### src/rtl/uart_pkg.sv
// rtl/uart_pkg.sv - shared UART types, parity modes and baud defaults
package uart_pkg;

  typedef enum logic [2:0] {
    S_IDLE,
    S_START,
    S_DATA,
    S_PARITY,
    S_STOP
  } tx_state_t;

  localparam int PAR_NONE = 0;
  localparam int PAR_EVEN = 1;
  localparam int PAR_ODD  = 2;

  localparam int DEFAULT_CLKS_PER_BIT = 5208;

  // Parity over the low 'bits' data bits; even mode returns the XOR so the 1s total is even.
  function automatic logic parity_bit(input logic [7:0] data, input int bits, input int mode);
    logic [7:0] mask;
    mask = 8'hFF >> (8 - bits);
    return (mode == PAR_ODD) ? ~^(data & mask) : ^(data & mask);
  endfunction

endpackage

### src/rtl/uart_baud_tick.sv
// rtl/uart_baud_tick.sv - per-bit cycle counter with clear and one-cycle bit_done
module uart_baud_tick
  import uart_pkg::*;
#(
  parameter int CLKS_PER_BIT = DEFAULT_CLKS_PER_BIT
) (
  input  logic clk,
  input  logic rst,
  input  logic clear,
  output logic bit_done
);

  localparam int W = $clog2(CLKS_PER_BIT);
  localparam logic [W-1:0] LAST = W'(CLKS_PER_BIT - 1);

  logic [W-1:0] count;

  always_ff @(posedge clk) begin
    if (!rst || clear) begin
      count <= '0;
    end else if (count == LAST) begin
      count <= '0;
    end else begin
      count <= count + 1'b1;
    end
  end

  assign bit_done = !clear && (count == LAST);

endmodule

### src/rtl/uart_tx_frame.sv
// rtl/uart_tx_frame.sv - UART transmit serializer: start, data LSB first, parity, stop
module uart_tx_frame
  import uart_pkg::*;
#(
  parameter int CLKS_PER_BIT = DEFAULT_CLKS_PER_BIT,
  parameter int DATA_BITS    = 8,
  parameter int PARITY       = PAR_NONE,
  parameter int STOP_BITS    = 1
) (
  input  logic       clk,
  input  logic       rst,
  input  logic [7:0] word,
  input  logic       connection_status,
  output logic       txd,
  output logic       transmit_ready,
  output logic       busy
);

  localparam logic [2:0] LAST_DATA = 3'(DATA_BITS - 1);
  localparam logic [2:0] LAST_STOP = 3'(STOP_BITS - 1);

  tx_state_t  state, state_n;
  logic [7:0] shift, shift_n;
  logic [2:0] idx, idx_n;
  logic       par, par_n;
  logic       txd_n, busy_n, ready_n;
  logic       bit_done;

  uart_baud_tick #(.CLKS_PER_BIT(CLKS_PER_BIT)) u_tick (
    .clk      (clk),
    .rst      (rst),
    .clear    (state == S_IDLE),
    .bit_done (bit_done)
  );

  always_ff @(posedge clk) begin
    if (!rst) begin
      state          <= S_IDLE;
      shift          <= '0;
      idx            <= '0;
      par            <= 1'b0;
      txd            <= 1'b1;
      busy           <= 1'b0;
      transmit_ready <= 1'b0;
    end else begin
      state          <= state_n;
      shift          <= shift_n;
      idx            <= idx_n;
      par            <= par_n;
      txd            <= txd_n;
      busy           <= busy_n;
      transmit_ready <= ready_n;
    end
  end

  // txd is registered, so each transition loads the level of the bit that follows it.
  always_comb begin
    state_n = state;
    shift_n = shift;
    idx_n   = idx;
    par_n   = par;
    txd_n   = txd;
    busy_n  = busy;
    ready_n = 1'b0;
    case (state)
      S_IDLE: begin
        txd_n  = 1'b1;
        busy_n = 1'b0;
        if (connection_status) begin
          shift_n = word;
          par_n   = parity_bit(word, DATA_BITS, PARITY);
          txd_n   = 1'b0;
          busy_n  = 1'b1;
          state_n = S_START;
        end
      end
      S_START: if (bit_done) begin
        state_n = S_DATA;
        idx_n   = '0;
        txd_n   = shift[0];
      end
      S_DATA: if (bit_done) begin
        shift_n = shift >> 1;
        if (idx == LAST_DATA) begin
          idx_n = '0;
          if (PARITY != PAR_NONE) begin
            state_n = S_PARITY;
            txd_n   = par;
          end else begin
            state_n = S_STOP;
            txd_n   = 1'b1;
          end
        end else begin
          idx_n = idx + 3'd1;
          txd_n = shift[1];
        end
      end
      S_PARITY: if (bit_done) begin
        state_n = S_STOP;
        idx_n   = '0;
        txd_n   = 1'b1;
      end
      S_STOP: if (bit_done) begin
        if (idx == LAST_STOP) begin
          state_n = S_IDLE;
          idx_n   = '0;
          busy_n  = 1'b0;
          ready_n = 1'b1;
        end else begin
          idx_n = idx + 3'd1;
        end
      end
      default: state_n = S_IDLE;
    endcase
  end

endmodule

### config.mk
export PLATFORM = sky130hd
export DESIGN_NAME = uart_tx_frame
export DESIGN_NICKNAME = d
export VERILOG_FILES = /design/src/rtl/uart_pkg.sv /design/src/rtl/uart_baud_tick.sv /design/src/rtl/uart_tx_frame.sv
export SDC_FILE = /design/constraint.sdc
export NUM_CORES = 1
export LEC_CHECK = 0
export BUFFER_PORTS_ARGS = -buffer_cell sky130_fd_sc_hd__clkbuf_2
export CAP_MARGIN = 10
export CELL_PAD_IN_SITES_DETAIL_PLACEMENT = 1
export CELL_PAD_IN_SITES_GLOBAL_PLACEMENT = 2
export CORE_MARGIN = 2
export CORE_UTILIZATION = 35
export DETAILED_ROUTE_END_ITERATION = 8
export GPL_ROUTABILITY_DRIVEN = 0
export GPL_TIMING_DRIVEN = 0
export PLACE_DENSITY = 0.75
export SLEW_MARGIN = 15
export SYNTH_ARGS = -nofsm -noshare
export SYNTH_HDL_FRONTEND = slang
export SYNTH_SLANG_ARGS = --single-unit
### constraint.sdc
create_clock -name clk -period 2.14 [get_ports clk]
set_input_delay 0.214 -clock clk [delete_from_list [all_inputs] [get_ports clk]]
set_output_delay 0.214 -clock clk [all_outputs]
set_load 0.005 [all_outputs]
# [Word-level counts from Yosys, hierarchy flattened]
# Index checks and enable logic that the tools add are counted.
# W data, S select, Z words.
[totals] reg_bits=30 output_inout_bits=3 elab_cells=69
[op_classes] n_reduce_logical=18 eq_ne=14 muxes=28 add_sub_neg=2
[op_table] operator="$mux W3" n=12
[op_table] operator="$mux W8" n=2
[op_table] operator="$pmux W8 S2" n=1
[op_table] operator="$pmux W3 S5" n=1
[op_table] operator="$ne A2 B2 Y1 const B" n=7
[op_table] operator="$add A13 B1 Y13 const B" n=1
[op_table] operator="$eq A13 B13 Y1 const B" n=1
[op_table] operator="$mux W1" n=9
[op_table] operator="$pmux W3 S3" n=1
[op_table] operator="$reduce_and A3 Y1" n=3
[op_table] operator="$reduce_and A4 Y1" n=2
[op_table] operator="$reduce_and A7 Y1" n=1
[op_table] operator="$eq A3 B2 Y1 const B" n=2
[op_table] operator="$eq A3 B3 Y1 const B" n=2
[op_table] operator="$logic_not A3 Y1" n=2
[op_table] operator="$pmux W1 S4" n=1
[op_table] operator="$reduce_bool A2 Y1" n=2
[op_table] operator="$reduce_bool A4 Y1" n=1
[op_table] operator="$reduce_or A2 Y1" n=2
[op_table] operator="$add A3 B1 Y3 const B" n=1
[op_table] operator="$eq A3 B1 Y1 const B" n=1
[op_table] operator="$reduce_bool A3 Y1" n=1
[op_table] operator="$logic_not A1 Y1" n=2
[op_table] operator="$ne A2 B1 Y1 const B" n=1
[op_table] operator="other kinds (3)" n=3

# [Longest topological paths before layout]
# Gate-level depths: netlist (run 1).
[depth] depth_word=5 depth_mapped=6

# [By module]
# A second synthesis (run 1) with hierarchy kept.
[hier_totals] cells_unflattened=166 area_unflattened_um2=1483.9
[modules_own_cells] mod="uart_tx_frame" area_each_um2=873.3 cells_each=100 instances=1 seq_area_each_um2=340.3
[modules_own_cells] mod="uart_baud_tick" area_each_um2=610.6 cells_each=66 instances=1 seq_area_each_um2=260.2

# [Least setup slack after synthesis (run 1)]
# No wires, ideal clock.
[synth_path] kind="reg-to-reg" start="register u_tick.count[5]" end="register shift[0]" required_time_ps=2068 path_stages_with_launch=6 n_path_buf=1 path_slack_ps=162 arrival_time_ps=1906 setup_time_ps=72 path_cell_list="dfxtp_1 -> or4b_1 -> buf_2 -> o41a_1 -> nor3_4 -> mux2i_1"
[synth_between] elab_chain_len=4
[synth_rtl] element="start: declaration" line="uart_baud_tick.sv:16" source="logic [W-1:0] count;"
[synth_rtl] element="start signal: assignment" line="uart_baud_tick.sv:24" source="count <= count + 1'b1;"
[synth_rtl] element="$eq A13 B13 Y1" line="uart_baud_tick.sv:28" source="assign bit_done = !clear && (count == LAST);"
[synth_rtl] element="$logic_and A1 B1 Y1" line="uart_baud_tick.sv:28"
[synth_rtl] element="$ne A2 B2 Y1 (no line)"
[synth_rtl] element="$reduce_and A3 Y1 (no line)"
[synth_rtl] element="end signal: assignment" line="uart_tx_frame.sv:47" source="shift <= shift_n;"
[synth_rtl] element="end: declaration" line="uart_tx_frame.sv:23" source="logic [7:0] shift, shift_n;"
# No other way between the ends.
# A chain may end at the register's enable or synchronous reset.

# [Worst setup path in the final report (run 1)]
[layout_path] start="register u_tick.count[5]" end="register shift[3]"
# The elaborated chain is that of the path after synthesis.

==> results of run 1 <==
[cells by family after synthesis]
| family | after synthesis |
|---|---|
| buf+inv | 19 |
| compound gates | 31 |
| xor+xnor | 11 |
| fa+ha+maj | 4 |
| flops | 30 |
| mux | 8 |
| simple gates | 78 |
[state kept, by name (all words and copies together) (netlist names)]
| name | count |
|---|---|
| idx | 3 |
| shift | 8 |
| busy | 1 |
| u_tick.count | 13 |
| state | 3 |
| txd | 1 |
| transmit_ready | 1 |
[power by group through the flow]
stage	clock, mW	combinational [mW]	sequential, mW
floorplan	0	0.0603	0.594
global placement	0	0.0848	0.596
detailed placement	0	0.0881	0.597
CTS	0.746	0.0925	0.584
global route	0.768	0.106	0.586
finish	0.728	0.0930	0.585
[per-stage QoR]
step	setup WS [ns]	cells	setup TNS, ns	util
floorplan	0.162	181	0	-
global placement	-0.164	245	-1.63	0.389
detailed placement	-0.159	245	-1.56	0.389
CTS	0.0126	255	0	0.427
global route	0.0115	255	0	0.432
finish	0.115	255	0	0.432
[Yosys cell counts, types with 5 or more instances]
master / count / area, µm²
sky130_fd_sc_hd__nand2_1: 15 / 56.3
sky130_fd_sc_hd__nand3_1: 9 / 45.0
sky130_fd_sc_hd__o31ai_1: 5 / 37.5
sky130_fd_sc_hd__inv_1: 7 / 26.3
sky130_fd_sc_hd__clkbuf_1: 8 / 30.0
sky130_fd_sc_hd__nor2_1: 18 / 67.6
sky130_fd_sc_hd__mux2i_1: 8 / 80.1
sky130_fd_sc_hd__o211ai_1: 8 / 60.1
sky130_fd_sc_hd__dfxtp_1: 30 / 601
sky130_fd_sc_hd__nor3_1: 6 / 30.0
sky130_fd_sc_hd__or2_1: 6 / 37.5
sky130_fd_sc_hd__xnor2_1: 9 / 78.8
[metal layers]
| layer | track usage | vias to the layer above | share of wire |
|---|---|---|---|
| met1 | 0.199 | 685 | 0.43 |
| met5 | 0 | - | 0 |
| met4 | 0.0713 | 0 | 0.015 |
| li1 | - | 683 | - |
| met3 | 0.0442 | 6 | 0.029 |
| met2 | 0.304 | 15 | 0.52 |
[worst max path at each step]
stage                                     startpoint                     endpoint  slack [ns]
after floorplan           u_tick.count[5]$_SDFF_PP0_        shift[0]$_SDFFE_PN0P_        0.16
after global placement    u_tick.count[3]$_SDFF_PP0_  u_tick.count[12]$_SDFF_PP0_       -0.16
after detailed placement  u_tick.count[3]$_SDFF_PP0_  u_tick.count[11]$_SDFF_PP0_       -0.16
after CTS                 u_tick.count[3]$_SDFF_PP0_   u_tick.count[9]$_SDFF_PP0_        0.01
after global routing      u_tick.count[5]$_SDFF_PP0_        shift[4]$_SDFFE_PN0P_        0.01
final                     u_tick.count[5]$_SDFF_PP0_        shift[3]$_SDFFE_PN0P_        0.12
[repair_timing]
action / CTS / global route
endpoints found under the setup margin: 18 / 17
resized for setup: 1 / 6
cloned: 0 / 0
buffers inserted: 2 / 1
hold endpoints to repair: 0 / 0
pin swaps: 1 / 2
[worst max-delay path, stage by stage, from the launching register on]
cell	delay, ns
sky130_fd_sc_hd__dfxtp_1	0.33
sky130_fd_sc_hd__or4b_1	0.52
sky130_fd_sc_hd__buf_4	0.18
sky130_fd_sc_hd__o41a_1	0.44
sky130_fd_sc_hd__nor3_4	0.17
sky130_fd_sc_hd__buf_6	0.15
sky130_fd_sc_hd__mux2i_1	0.17
[final cells by class]
cell class	instances	area, µm²
fillers	519	2460
multi-input cells	132	897
flip-flops and latches	30	601
repair buffers	15	90.1
clock buffers	6	82.6
well taps	52	65.1
clock inverters	2	60.1
plain buffers	10	42.5
inverters	8	30.0
==> implementation parameters, run 1 <==
Parameter                              Value

Floorplanning
  Boundary Pins ... 14
  Die outline area ... 5000 µm²
  Site row count ... 24
  Starting Density ... 0.360
  Height of the die ... 70.7 µm
  Die Width ... 70.7 µm
  Core area ... 4320 µm²

Placed design
  Half-perimeter wire length after placement ... 2820 µm
  Area of placed instances ... 1680 µm²
  Total of buffers placed on input and output ports ... 12

Synth
  Synth Area in XOR/XNOR ... 0.0619
  Post-synthesis cell area ... 1560 µm²
  Net count of the mapped netlist ... 196
  Average cell area after synthesis ... 8.60 µm²
  Compound-Gate Fraction of Synth Area ... 0.153
  EDFF count, synth ... 0
  Post-synthesis cell count ... 181
  Simple-gate portion of the synthesized area ... 0.268
  Fraction of the mapped netlist area in adder cells ... 0.0322
  Portion of netlist area occupied by mux cells ... 0.0514
  Dominant combinational cell family by area after synthesis ... simple AND/OR/NAND/NOR gates
  Number of synthesis warnings ... 0
  Number of distinct library cell variants in the gate-level netlist after synthesis ... 45
  Number of synthesized register bits ... 30
  Top FF cell, synth ... sky130_fd_sc_hd__dfxtp_1
  Async set-reset flop share out of synthesis ... 0
  Sequential area share after synthesis ... 0.386

Worst setup path
  Data required, critical path ... 2.36 ns
  Worst Reg2Reg Path Length in Cells ... 6
  R2r setup slk ... 0.12 ns
  Terminus of the critical flop-to-flop path ... shift[3]$_SDFFE_PN0P_
  Arrival time worst endpoint ... 2.25 ns
  Critical path start-end classification ... reg2reg
  Critical path endpoint category ... flop
  Top fanout value on the critical path ... 6
  Worst setup SP type ... flop
  Startpoint of the worst register-to-register path ... u_tick.count[5]$_SDFF_PP0_

Clocking
  CTS Sinks ... 30
  Clock insertion delay at the later pin of the skew report ... 0.29 ns
  Clock root buffer ... sky130_fd_sc_hd__clkbuf_8
  Number of hold buffers added after CTS ... 0
  TritonCTS clock tree ... built
  Maximum level of the CTS H-tree ... 2
  Clock-pin transition on the worst setup and hold timing paths ... 0.07 ns
  Cts bufs inserted ... 5
  Maximum buffer depth of the clock tree ... 2

Min path
  Worst hold-check path type ... in2reg
  Capture endpoint of the worst hold path ... shift[7]$_SDFFE_PN0P_
  Worst Min Path Start ... word[7]
  Hold Crit Depth ... 3

STA
  Number of max-slew violations in the final report ... 0
  Max-Slew Margin vs Limit ... 0.631
  Worst slew pin tran ... 0.554 ns
  Final worst clock skew ... 0.00480 ns
  Final hold violation count ... 0
  Time the final worst path needs with I/O delays and setup ... 2.02 ns
  Final setup violating endpoints ... 0
  Fmax ... 494 MHz
  Unrepaired setup endpoints after global routing ... no
  Portion of the clock cycle consumed by the worst path in the final layout ... 0.946
  Worst Hold Slack ... 0.228 ns

Finish
  Commonest non-fill, non-tap cell in the layout ... sky130_fd_sc_hd__dfxtp_1
  Area growth syn-to-layout ... 20.0%
  Number of antenna repair diodes ... 0
  Commonest cells after routing, fill and taps aside ... 30 x sky130_fd_sc_hd__dfxtp_1, 18 x sky130_fd_sc_hd__nor2_1, 15 x sky130_fd_sc_hd__nand2_1
  Cell area after layout ... 1870 µm²
  Number of nets at the end of the flow ... 217
  Share of layout cells above drive strength 1 ... 0.153

Detailed routing
  Detailed-route via count ... 1389
  DR vias/cell ... 5.45
  Total routed wirelength ... 3910 µm
  Initial drt markers ... 77
  First-pass iteration count of the detailed router ... 4
  DR WL/cell ... 15.3 µm
  Post-DRT Antenna Nets ... 0
  DRC violations left ... 0

Global route
  Largest net degree at the start of global routing ... 11
  Total global routing overflow ... 0
  Global-route wire length before repair ... 6780 µm
  Overall fraction of global-route tracks in use ... 0.173
  Number of global-route vias before repair ... 1449
  Antenna violations before repair ... 0

Pwr
  Clock network power share ... 0.518
  Part of the total power dissipated in sequential elements ... 0.416
  Combinational share of power ... 0.066
  Switching part of the total ... 0.208
  Worst ir drop on vdd ... 0.310 mV
  Net Sw Power ... 0.292 mW
  Tot Pwr ... 1.41 mW
  Leakage ... 0.683 nW
  Power per standard cell area ... 753 nW/µm²
  Pint ... 1.11 mW

Flow run
  Max Cap Viol ... 0

Outcome
  Result of the run ... complete, no violations
Note: power is estimated with default switching activity, not from simulation.
==> run 2, diff against run 1 <==
--- a/config.mk
+++ b/config.mk
@@ -5,17 +5,19 @@
 export SDC_FILE = /design/constraint.sdc
 export NUM_CORES = 1
 export LEC_CHECK = 0
+export ABC_AREA = 1
 export BUFFER_PORTS_ARGS = -buffer_cell sky130_fd_sc_hd__clkbuf_2
 export CAP_MARGIN = 10
 export CELL_PAD_IN_SITES_DETAIL_PLACEMENT = 1
 export CELL_PAD_IN_SITES_GLOBAL_PLACEMENT = 2
 export CORE_MARGIN = 2
-export CORE_UTILIZATION = 35
+export CORE_UTILIZATION = 33
 export DETAILED_ROUTE_END_ITERATION = 8
 export GPL_ROUTABILITY_DRIVEN = 0
 export GPL_TIMING_DRIVEN = 0
-export PLACE_DENSITY = 0.75
+export PLACE_DENSITY = 0.76
 export SLEW_MARGIN = 15
 export SYNTH_ARGS = -nofsm -noshare
 export SYNTH_HDL_FRONTEND = slang
+export SYNTH_HIERARCHICAL = 1
 export SYNTH_SLANG_ARGS = --single-unit
==> implementation parameters, run 2 <==
Parameter                              Value

Outcome
  Result of the run ... complete, no violations

Detailed routing
  Initial drt markers ... 35 (-55%)
  DR WL/cell ... 11.6 µm (-24%)
  DRC violations left ... 0 (unchanged)
  Post-DRT Antenna Nets ... 0 (unchanged)
  First-pass iteration count of the detailed router ... 4 (unchanged)
  Detailed-route via count ... 1474 (+6.1%)
  DR vias/cell ... 4.52 (-17%)
  Total routed wirelength ... 3780 µm (-3.4%)

Floorplanning
  Site row count ... 25 (+4.2%)
  Die outline area ... 5470 µm² (+9.6%)
  Height of the die ... 74.0 µm (+4.7%)
  Core area ... 4720 µm² (+9.2%)
  Starting Density ... 0.342 (-0.0177)
  Die Width ... 74.0 µm (+4.7%)
  Boundary Pins ... 14 (unchanged)

Synth
  Post-synthesis cell area ... 1620 µm² (+3.9%)
  Simple-gate portion of the synthesized area ... 0.382 (+0.114)
  Post-synthesis cell count ... 236 (+30%)
  Top post-synthesis cells by area ... sky130_fd_sc_hd__dfxtp_1 37%, sky130_fd_sc_hd__nand2_1 15%, sky130_fd_sc_hd__nor2_1 8.6%
  Compound-Gate Fraction of Synth Area ... 0.0975 (-0.0552)
  Number of distinct library cell variants in the gate-level netlist after synthesis ... 27 (-40%)
  Fraction of the mapped netlist area in adder cells ... 0.0310 (-0.00119)
  Ranking of synthesized cells by instance count ... 66 x sky130_fd_sc_hd__nand2_1, 37 x sky130_fd_sc_hd__nor2_1, 30 x sky130_fd_sc_hd__dfxtp_1
  Most frequent cell after synthesis ... sky130_fd_sc_hd__nand2_1
  Portion of netlist area occupied by mux cells ... 0 (-0.0514)
  Async set-reset flop share out of synthesis ... 0 (unchanged)
  Net count of the mapped netlist ... 251 (+28%)
  EDFF count, synth ... 0 (unchanged)
  Yosys top cell by area ... sky130_fd_sc_hd__dfxtp_1
  Top FF cell, synth ... sky130_fd_sc_hd__dfxtp_1
  Number of synthesized register bits ... 30 (unchanged)
  Portion of synthesized cell area occupied by the leading cell type ... 0.372 (-0.0143)
  Sequential area share after synthesis ... 0.372 (-0.0143)
  Average cell area after synthesis ... 6.85 µm² (-20%)
  Dominant combinational cell family by area after synthesis ... simple AND/OR/NAND/NOR gates
  Number of synthesis warnings ... 6 (+6)
  Synth Area in XOR/XNOR ... 0.0325 (-0.0294)

Clocking
  TritonCTS clock tree ... built
  Clock insertion delay at the later pin of the skew report ... 0.28 ns (about the same)
  Maximum level of the CTS H-tree ... 2 (unchanged)
  Clock-pin transition on the worst setup and hold timing paths ... 0.06 ns (about the same)
  Cts bufs inserted ... 5 (unchanged)
  Clock root buffer ... sky130_fd_sc_hd__clkbuf_8
  Maximum buffer depth of the clock tree ... 2 (unchanged)
  Number of hold buffers added after CTS ... 0 (unchanged)
  CTS Sinks ... 30 (unchanged)

Flow run
  Max Cap Viol ... 0 (unchanged)

Global route
  Overall fraction of global-route tracks in use ... 0.160 (-0.0132)
  Total global routing overflow ... 0 (unchanged)
  Largest net degree at the start of global routing ... 11 (unchanged)
  Global-route wire length before repair ... 6670 µm (-1.6%)
  Antenna violations before repair ... 0 (unchanged)
  Number of global-route vias before repair ... 1543 (+6.5%)

Worst setup path
  Data required, critical path ... 2.35 ns (about the same)
  Critical path endpoint category ... flop
  R2r setup slk ... 0.20 ns (+0.08 ns)
  Critical path's largest stage delay ... 0.38 ns (-0.14 ns)
  Worst setup SP type ... flop
  Top fanout value on the critical path ... 6 (unchanged)
  Startpoint of the worst register-to-register path ... u_tick/count[0]$_SDFF_PP0_
  Critical path start-end classification ... reg2reg
  Cell breakdown of the critical path ... ha_2 -> nand2_1 -> nor2_1 -> nand3_2 -> nor2_4 -> inv_1 -> nand3_1 -> nand3_1 -> o21bai_1 -> nand2_1 -> nor2_1
  Arrival time worst endpoint ... 2.15 ns (-0.10 ns)
  Terminus of the critical flop-to-flop path ... state[2]$_SDFFE_PN0P_
  Critical path's slowest cell ... sky130_fd_sc_hd__dfxtp_1
  Worst Reg2Reg Path Length in Cells ... 11 (+5)

Finish
  Number of antenna repair diodes ... 0 (unchanged)
  Area growth syn-to-layout ... 16.9%
  Biggest register ... u_tick/count
  Commonest non-fill, non-tap cell in the layout ... sky130_fd_sc_hd__nand2_1
  Share of layout cells above drive strength 1 ... 0.189 (+0.0365)
  Max reg flops ... 13 (unchanged)
  Largest registers ... u_tick/count (13), shift (8)
  Register area ... 601 µm² (unchanged)
  Cell area after layout ... 1890 µm² (+1.1%)
  Area of combinational cells with multiple inputs ... 896 µm² (-0.14%)
  Commonest cells after routing, fill and taps aside ... 66 x sky130_fd_sc_hd__nand2_1, 35 x sky130_fd_sc_hd__nor2_1, 30 x sky130_fd_sc_hd__dfxtp_1
  Final standard cell utilization of the core ... 0.400 (-0.0320)
  Number of nets at the end of the flow ... 273 (+26%)
  Fill cell count ... 634 (+22%)

STA
  Time the final worst path needs with I/O delays and setup ... 1.94 ns (-0.0848 ns)
  Final setup violating endpoints ... 0 (unchanged)
  Worst slew pin tran ... 0.291 ns (-0.263 ns)
  Final worst clock skew ... 0.00480 ns (-0.000000390 ns)
  Portion of the clock cycle consumed by the worst path in the final layout ... 0.906 (-0.0396)
  Fmax ... 516 MHz (+4.4%)
  Max-Slew Margin vs Limit ... 0.804 (+0.174)
  Final hold violation count ... 0 (unchanged)
  Number of max-slew violations in the final report ... 0 (unchanged)

Pwr
  Leakage ... 0.781 nW (+14%)
  Power per standard cell area ... 939 nW/µm² (+25%)
  Worst ir drop on vdd ... 0.446 mV (+44%)

Placed design
  Half-perimeter wire length after placement ... 2880 µm (+2.1%)
  Area of placed instances ... 1770 µm² (+5.0%)
  Total of buffers placed on input and output ports ... 13 (+1)

Min path
  Hold Crit Depth ... 3 (unchanged)
  Capture endpoint of the worst hold path ... shift[7]$_SDFFE_PN0P_
  Worst Min Path Start ... word[7]
  Worst hold-check path type ... in2reg
-- run 2: cell count changes after synthesis, sizes merged, moves of 8 or more --
cell    before  now
a21oi        2   11
clkbuf       8    0
inv          8   28
mux2i        8    0
nand2       15   69
nor2        18   45
o211ai       8    0
o21ai        2   12
-- run 2: layout make-up --
type                       instances  share of cell area
multi-input combinational        175               0.474
sequential                        30               0.318
inverter                          28              0.0583
clock buffer                       7              0.0457
tap                               67              0.0444
timing repair buffer              15              0.0424
buffer                             3              0.0146
clock inverter                     1             0.00265
-- run 2: power by group --
part	switching, mW	leakage, nW	internal, mW
sequential	0.0652	0.245	0.651
clock	0.207	0.0482	0.259
combinational	0.384	0.488	0.208
total	0.656	0.781	1.12
-- run 2: worst max-delay path: cells and delay by family, from the launching register on --
kind	cells	cell delay, ns
DFF	1	0.38
and+or+nand+nor	8	0.91
AOI/OAI and AO/OA	1	0.18
adders and majority gates	1	0.25
buffers and inverters	1	0.14
-- run 2: worst max path at each step --
stage | startpoint | end | slack, ns | cells past startpoint
2_1_floorplan | u_tick/count[0]$_SDFF_PP0_ | state[1]$_SDFFE_PN0P_ | 0.29 | 12
3_3_place_gp | u_tick/count[0]$_SDFF_PP0_ | state[1]$_SDFFE_PN0P_ | -0.16 | 12
3_5_place_dp | u_tick/count[0]$_SDFF_PP0_ | state[1]$_SDFFE_PN0P_ | -0.13 | 12
4_1_cts | u_tick/count[0]$_SDFF_PP0_ | state[1]$_SDFFE_PN0P_ | 0.03 | 12
5_1_grt | u_tick/count[0]$_SDFF_PP0_ | state[1]$_SDFFE_PN0P_ | -0.02 | 12
6_report | u_tick/count[0]$_SDFF_PP0_ | state[2]$_SDFFE_PN0P_ | 0.20 | 11
-- run 2: cell families after synthesis --
| family | after synthesis |
|---|---|
| buffers and inverters | 31 |
| and+or+nand+nor | 140 |
| adders and majority gates | 4 |
| DFF | 30 |
| AOI/OAI and AO/OA | 25 |
| xor gates and xnor gates | 6 |
-- run 2: through the flow --
stage	total power, mW	setup TNS (ns)	hold WS [ns]	cells	setup WS (ns)
floorplan	1.17	0	0.352	236	0.290
global placement	1.31	-0.246	0.447	316	-0.164
detailed placement	1.32	-0.204	0.454	316	-0.135
CTS	1.80	0	0.166	324	0.0306
global route	1.93	-0.0333	0.191	326	-0.0198
finish	1.77	0	0.168	326	0.200
-- run 2: what timing repair did --
action | CTS | global route
pin swaps | 0 | 1
setup buffers | 0 | 2
endpoints found under the setup margin | 4 | 2
resized for setup | 2 | 3
-- run 2: per-layer routing --
| layer | routed length (µm) | global-route usage |
|---|---|---|
| met1 | 1650 | 0.178 |
| met2 | 1970 | 0.291 |
| met3 | 99 | 0.0407 |
| met4 | 60 | 0.0606 |
| met5 | 0 | 0 |
==> run 3, diff against run 2 <==
--- a/config.mk
+++ b/config.mk
@@ -5,17 +5,16 @@
 export SDC_FILE = /design/constraint.sdc
 export NUM_CORES = 1
 export LEC_CHECK = 0
-export ABC_AREA = 1
 export BUFFER_PORTS_ARGS = -buffer_cell sky130_fd_sc_hd__clkbuf_2
 export CAP_MARGIN = 10
 export CELL_PAD_IN_SITES_DETAIL_PLACEMENT = 1
 export CELL_PAD_IN_SITES_GLOBAL_PLACEMENT = 2
 export CORE_MARGIN = 2
-export CORE_UTILIZATION = 33
+export CORE_UTILIZATION = 35
 export DETAILED_ROUTE_END_ITERATION = 8
 export GPL_ROUTABILITY_DRIVEN = 0
 export GPL_TIMING_DRIVEN = 0
-export PLACE_DENSITY = 0.76
+export PLACE_DENSITY = 0.74
 export SLEW_MARGIN = 15
 export SYNTH_ARGS = -nofsm -noshare
 export SYNTH_HDL_FRONTEND = slang
==> implementation parameters, run 3 <==
Parameter                              Value

Worst setup path
  Count of buffering cells on the critical path with inverters included ... 3 (+2)
  Terminus of the critical flop-to-flop path ... shift[1]$_SDFFE_PN0P_
  R2r setup slk ... 0.12 ns (-0.08 ns)
  Cell breakdown of the critical path ... buf_6 -> or3_4 -> inv_2 -> nor2_4 -> mux2_4 -> and2_1 -> buf_2 -> a211oi_1
  Data required, critical path ... 2.32 ns (-0.03 ns)
  Critical path's slowest cell ... sky130_fd_sc_hd__or3_4
  Top delay family on crit path ... simple AND/OR/NAND/NOR gates
  Startpoint of the worst register-to-register path ... state[1]$_SDFFE_PN0P_
  Critical path start-end classification ... reg2reg
  Arrival time worst endpoint ... 2.20 ns (+0.05 ns)
  Critical path's largest stage delay ... 0.40 ns (+0.02 ns)
  Top fanout value on the critical path ... 10 (+4)
  Critical path endpoint category ... flop
  Worst Reg2Reg Path Length in Cells ... 8 (-3)
  Worst setup SP type ... flop

Synth
  Most frequent cell after synthesis ... sky130_fd_sc_hd__dfxtp_1
  Compound-Gate Fraction of Synth Area ... 0.200 (+0.102)
  Simple-gate portion of the synthesized area ... 0.237 (-0.145)
  Yosys top cell by area ... sky130_fd_sc_hd__dfxtp_1
  Top post-synthesis cells by area ... sky130_fd_sc_hd__dfxtp_1 40%, sky130_fd_sc_hd__a21oi_1 6.1%, sky130_fd_sc_hd__mux2i_1 4.7%
  Number of synthesis warnings ... 6 (unchanged)
  Ranking of synthesized cells by instance count ... 30 x sky130_fd_sc_hd__dfxtp_1, 18 x sky130_fd_sc_hd__a21oi_1, 10 x sky130_fd_sc_hd__nand2_1
  EDFF count, synth ... 0 (unchanged)
  Async set-reset flop share out of synthesis ... 0 (unchanged)
  Synth Area in XOR/XNOR ... 0.0177 (-0.0148)
  Sequential area share after synthesis ... 0.405 (+0.0332)
  Average cell area after synthesis ... 8.94 µm² (+31%)
  Portion of netlist area occupied by mux cells ... 0.0548 (+0.0548)
  Portion of synthesized cell area occupied by the leading cell type ... 0.405 (+0.0332)
  Top FF cell, synth ... sky130_fd_sc_hd__dfxtp_1
  Dominant combinational cell family by area after synthesis ... simple AND/OR/NAND/NOR gates
  Number of distinct library cell variants in the gate-level netlist after synthesis ... 47 (+74%)
  Net count of the mapped netlist ... 181 (-28%)
  Number of synthesized register bits ... 30 (unchanged)
  Post-synthesis cell area ... 1480 µm² (-8.2%)
  Fraction of the mapped netlist area in adder cells ... 0.0337 (+0.00277)
  Post-synthesis cell count ... 166 (-30%)

STA
  Unrepaired setup endpoints after global routing ... no
  Final-layout setup total negative slack ... 0 ns (unchanged)
  Time the final worst path needs with I/O delays and setup ... 2.02 ns (+0.0782 ns)
  Worst slew pin tran ... 0.556 ns (+0.264 ns)
  Final setup violating endpoints ... 0 (unchanged)
  Final hold violation count ... 0 (unchanged)
  Number of max-slew violations in the final report ... 0 (unchanged)
  Fmax ... 496 MHz (-3.9%)
  Max-Slew Margin vs Limit ... 0.628 (-0.176)
  Portion of the clock cycle consumed by the worst path in the final layout ... 0.943 (+0.0365)
  Final worst clock skew ... 0.00794 ns (+0.00314 ns)

Pwr
  Power per standard cell area ... 643 nW/µm² (-31%)
  Leakage ... 0.586 nW (-25%)
  Worst ir drop on vdd ... 0.289 mV (-35%)

Min path
  Worst Min Path Start ... word[7]
  Capture endpoint of the worst hold path ... shift[7]$_SDFFE_PN0P_
  Worst hold-check path type ... in2reg
  Hold Crit Depth ... 3 (unchanged)

Detailed routing
  First-pass iteration count of the detailed router ... 4 (unchanged)
  DR WL/cell ... 15.8 µm (+36%)
  Post-DRT Antenna Nets ... 0 (unchanged)
  Initial drt markers ... 52 (+49%)
  DR vias/cell ... 5.74 (+27%)
  DRC violations left ... 0 (unchanged)
  Total routed wirelength ... 3750 µm (-0.85%)
  Detailed-route via count ... 1360 (-7.7%)

Global route
  Number of global-route vias before repair ... 1388 (-10%)
  Largest net degree at the start of global routing ... 12 (+1)
  Global-route wire length before repair ... 6390 µm (-4.2%)
  Antenna violations before repair ... 0 (unchanged)
  Total global routing overflow ... 0 (unchanged)
  Overall fraction of global-route tracks in use ... 0.165 (+0.00563)

Finish
  Biggest register ... u_tick/count
  Max reg flops ... 13 (unchanged)
  Fill cell count ... 501 (-21%)
  Cell area after layout ... 1720 µm² (-9.1%)
  Area growth syn-to-layout ... 15.7%
  Largest registers ... u_tick/count (13), shift (8)
  Number of antenna repair diodes ... 0 (unchanged)
  Share of layout cells above drive strength 1 ... 0.193 (+0.00332)
  Commonest cells after routing, fill and taps aside ... 30 x sky130_fd_sc_hd__dfxtp_1, 18 x sky130_fd_sc_hd__a21oi_1, 13 x sky130_fd_sc_hd__clkbuf_2
  Final standard cell utilization of the core ... 0.426 (+0.0261)
  Commonest non-fill, non-tap cell in the layout ... sky130_fd_sc_hd__dfxtp_1
  Number of nets at the end of the flow ... 202 (-26%)

Clocking
  Maximum level of the CTS H-tree ... 2 (unchanged)
  Maximum buffer depth of the clock tree ... 2 (unchanged)
  CTS Sinks ... 30 (unchanged)
  TritonCTS clock tree ... built
  Clock insertion delay at the later pin of the skew report ... 0.28 ns (about the same)
  Clock root buffer ... sky130_fd_sc_hd__clkbuf_8
  Cts bufs inserted ... 5 (unchanged)
  Number of hold buffers added after CTS ... 0 (unchanged)
  Clock-pin transition on the worst setup and hold timing paths ... 0.07 ns (about the same)

Placed design
  Half-perimeter wire length after placement ... 2680 µm (-6.8%)
  Area of placed instances ... 1610 µm² (-8.7%)
  Total of buffers placed on input and output ports ... 13 (unchanged)

Floorplanning
  Boundary Pins ... 14 (unchanged)
  Core area ... 4030 µm² (-15%)
  Site row count ... 23 (-8.0%)
  Die outline area ... 4780 µm² (-13%)
  Die Width ... 69.1 µm (-6.6%)
  Height of the die ... 69.1 µm (-6.6%)
  Starting Density ... 0.368 (+0.0261)

Outcome
  Result of the run ... complete, no violations

Flow run
  Max Cap Viol ... 0 (unchanged)
[run 3: cell types whose count changed after synthesis, sizes merged, moves of 3 or more]
cell / change
a211oi: +7
a21oi: +8
clkbuf: +3
inv: -19
mux2i: +7
nand2: -59
nand3: -10
nor2: -36
o21ai: -3
o31ai: +5
or3: +5
or4: +4
xor2: -3
[run 3: tightest hold or removal path, cell delays in order]
cell,delay [ns]
sky130_fd_sc_hd__clkbuf_2,0.09
sky130_fd_sc_hd__nand4_1,0.08
sky130_fd_sc_hd__o21ai_0,0.07
[run 3: logic make-up (layout without fill, tap and decap cells)]
logic type | after synthesis | count (layout)
xor+xnor | 3 | 3
compound gates | 48 | 48
mux | 8 | 8
fa+ha+maj | 4 | 4
simple gates | 56 | 56
buf+inv | 17 | 38
flops | 30 | 30
[run 3: report_power, final]
part | internal [mW] | switching (mW)
clock | 0.223 | 0.201
combinational | 0.0379 | 0.0516
sequential | 0.578 | 0.0125
[run 3: repair_timing]
action                                  in CTS  in global routing
buffers inserted                             0                  2
pin swaps                                    0                  1
endpoints found under the setup margin       8                  8
resized for setup                            3                  2
[run 3: worst max path at each step]
stage / startpoint / end / depth (start not counted)
floorplan: state[1]$_SDFFE_PN0P_ / shift[0]$_SDFFE_PN0P_ / 8
global placement: u_tick/count[4]$_SDFF_PP0_ / shift[7]$_SDFFE_PN0P_ / 7
detailed placement: u_tick/count[4]$_SDFF_PP0_ / shift[7]$_SDFFE_PN0P_ / 7
CTS: u_tick/count[4]$_SDFF_PP0_ / shift[7]$_SDFFE_PN0P_ / 7
global route: state[1]$_SDFFE_PN0P_ / shift[2]$_SDFFE_PN0P_ / 8
finish: state[1]$_SDFFE_PN0P_ / shift[1]$_SDFFE_PN0P_ / 8
[run 3: final cells by class]
class                   count  area [µm²]  area share
clock buffers               7        76.3      0.0445
inverters                  10        37.5      0.0219
plain buffers               6        36.3      0.0211
repair buffers             15        80.1      0.0466
flip-flops and latches     30         601       0.350
multi-input cells         119         823       0.480
well taps                  50        62.6      0.0364
[run 3: through the flow]
step	hold slack [ns]	worst slack (ns)	cells	power, mW
after CTS	0.208	0.0569	235	1.12
after floorplan	0.357	0.247	166	0.657
final	0.212	0.122	237	1.10
after global routing	0.253	0.0137	237	1.15
after detailed placement	0.459	-0.136	229	0.690
after global placement	0.443	-0.108	229	0.685
[run 3: per-layer routing]
layer	vias to the layer above	track usage	wire length, µm
li1	655	-	-
met1	664	0.203	1730
met3	7	0.0439	162
met4	0	0.0588	58
met5	-	0	0
met2	34	0.278	1790
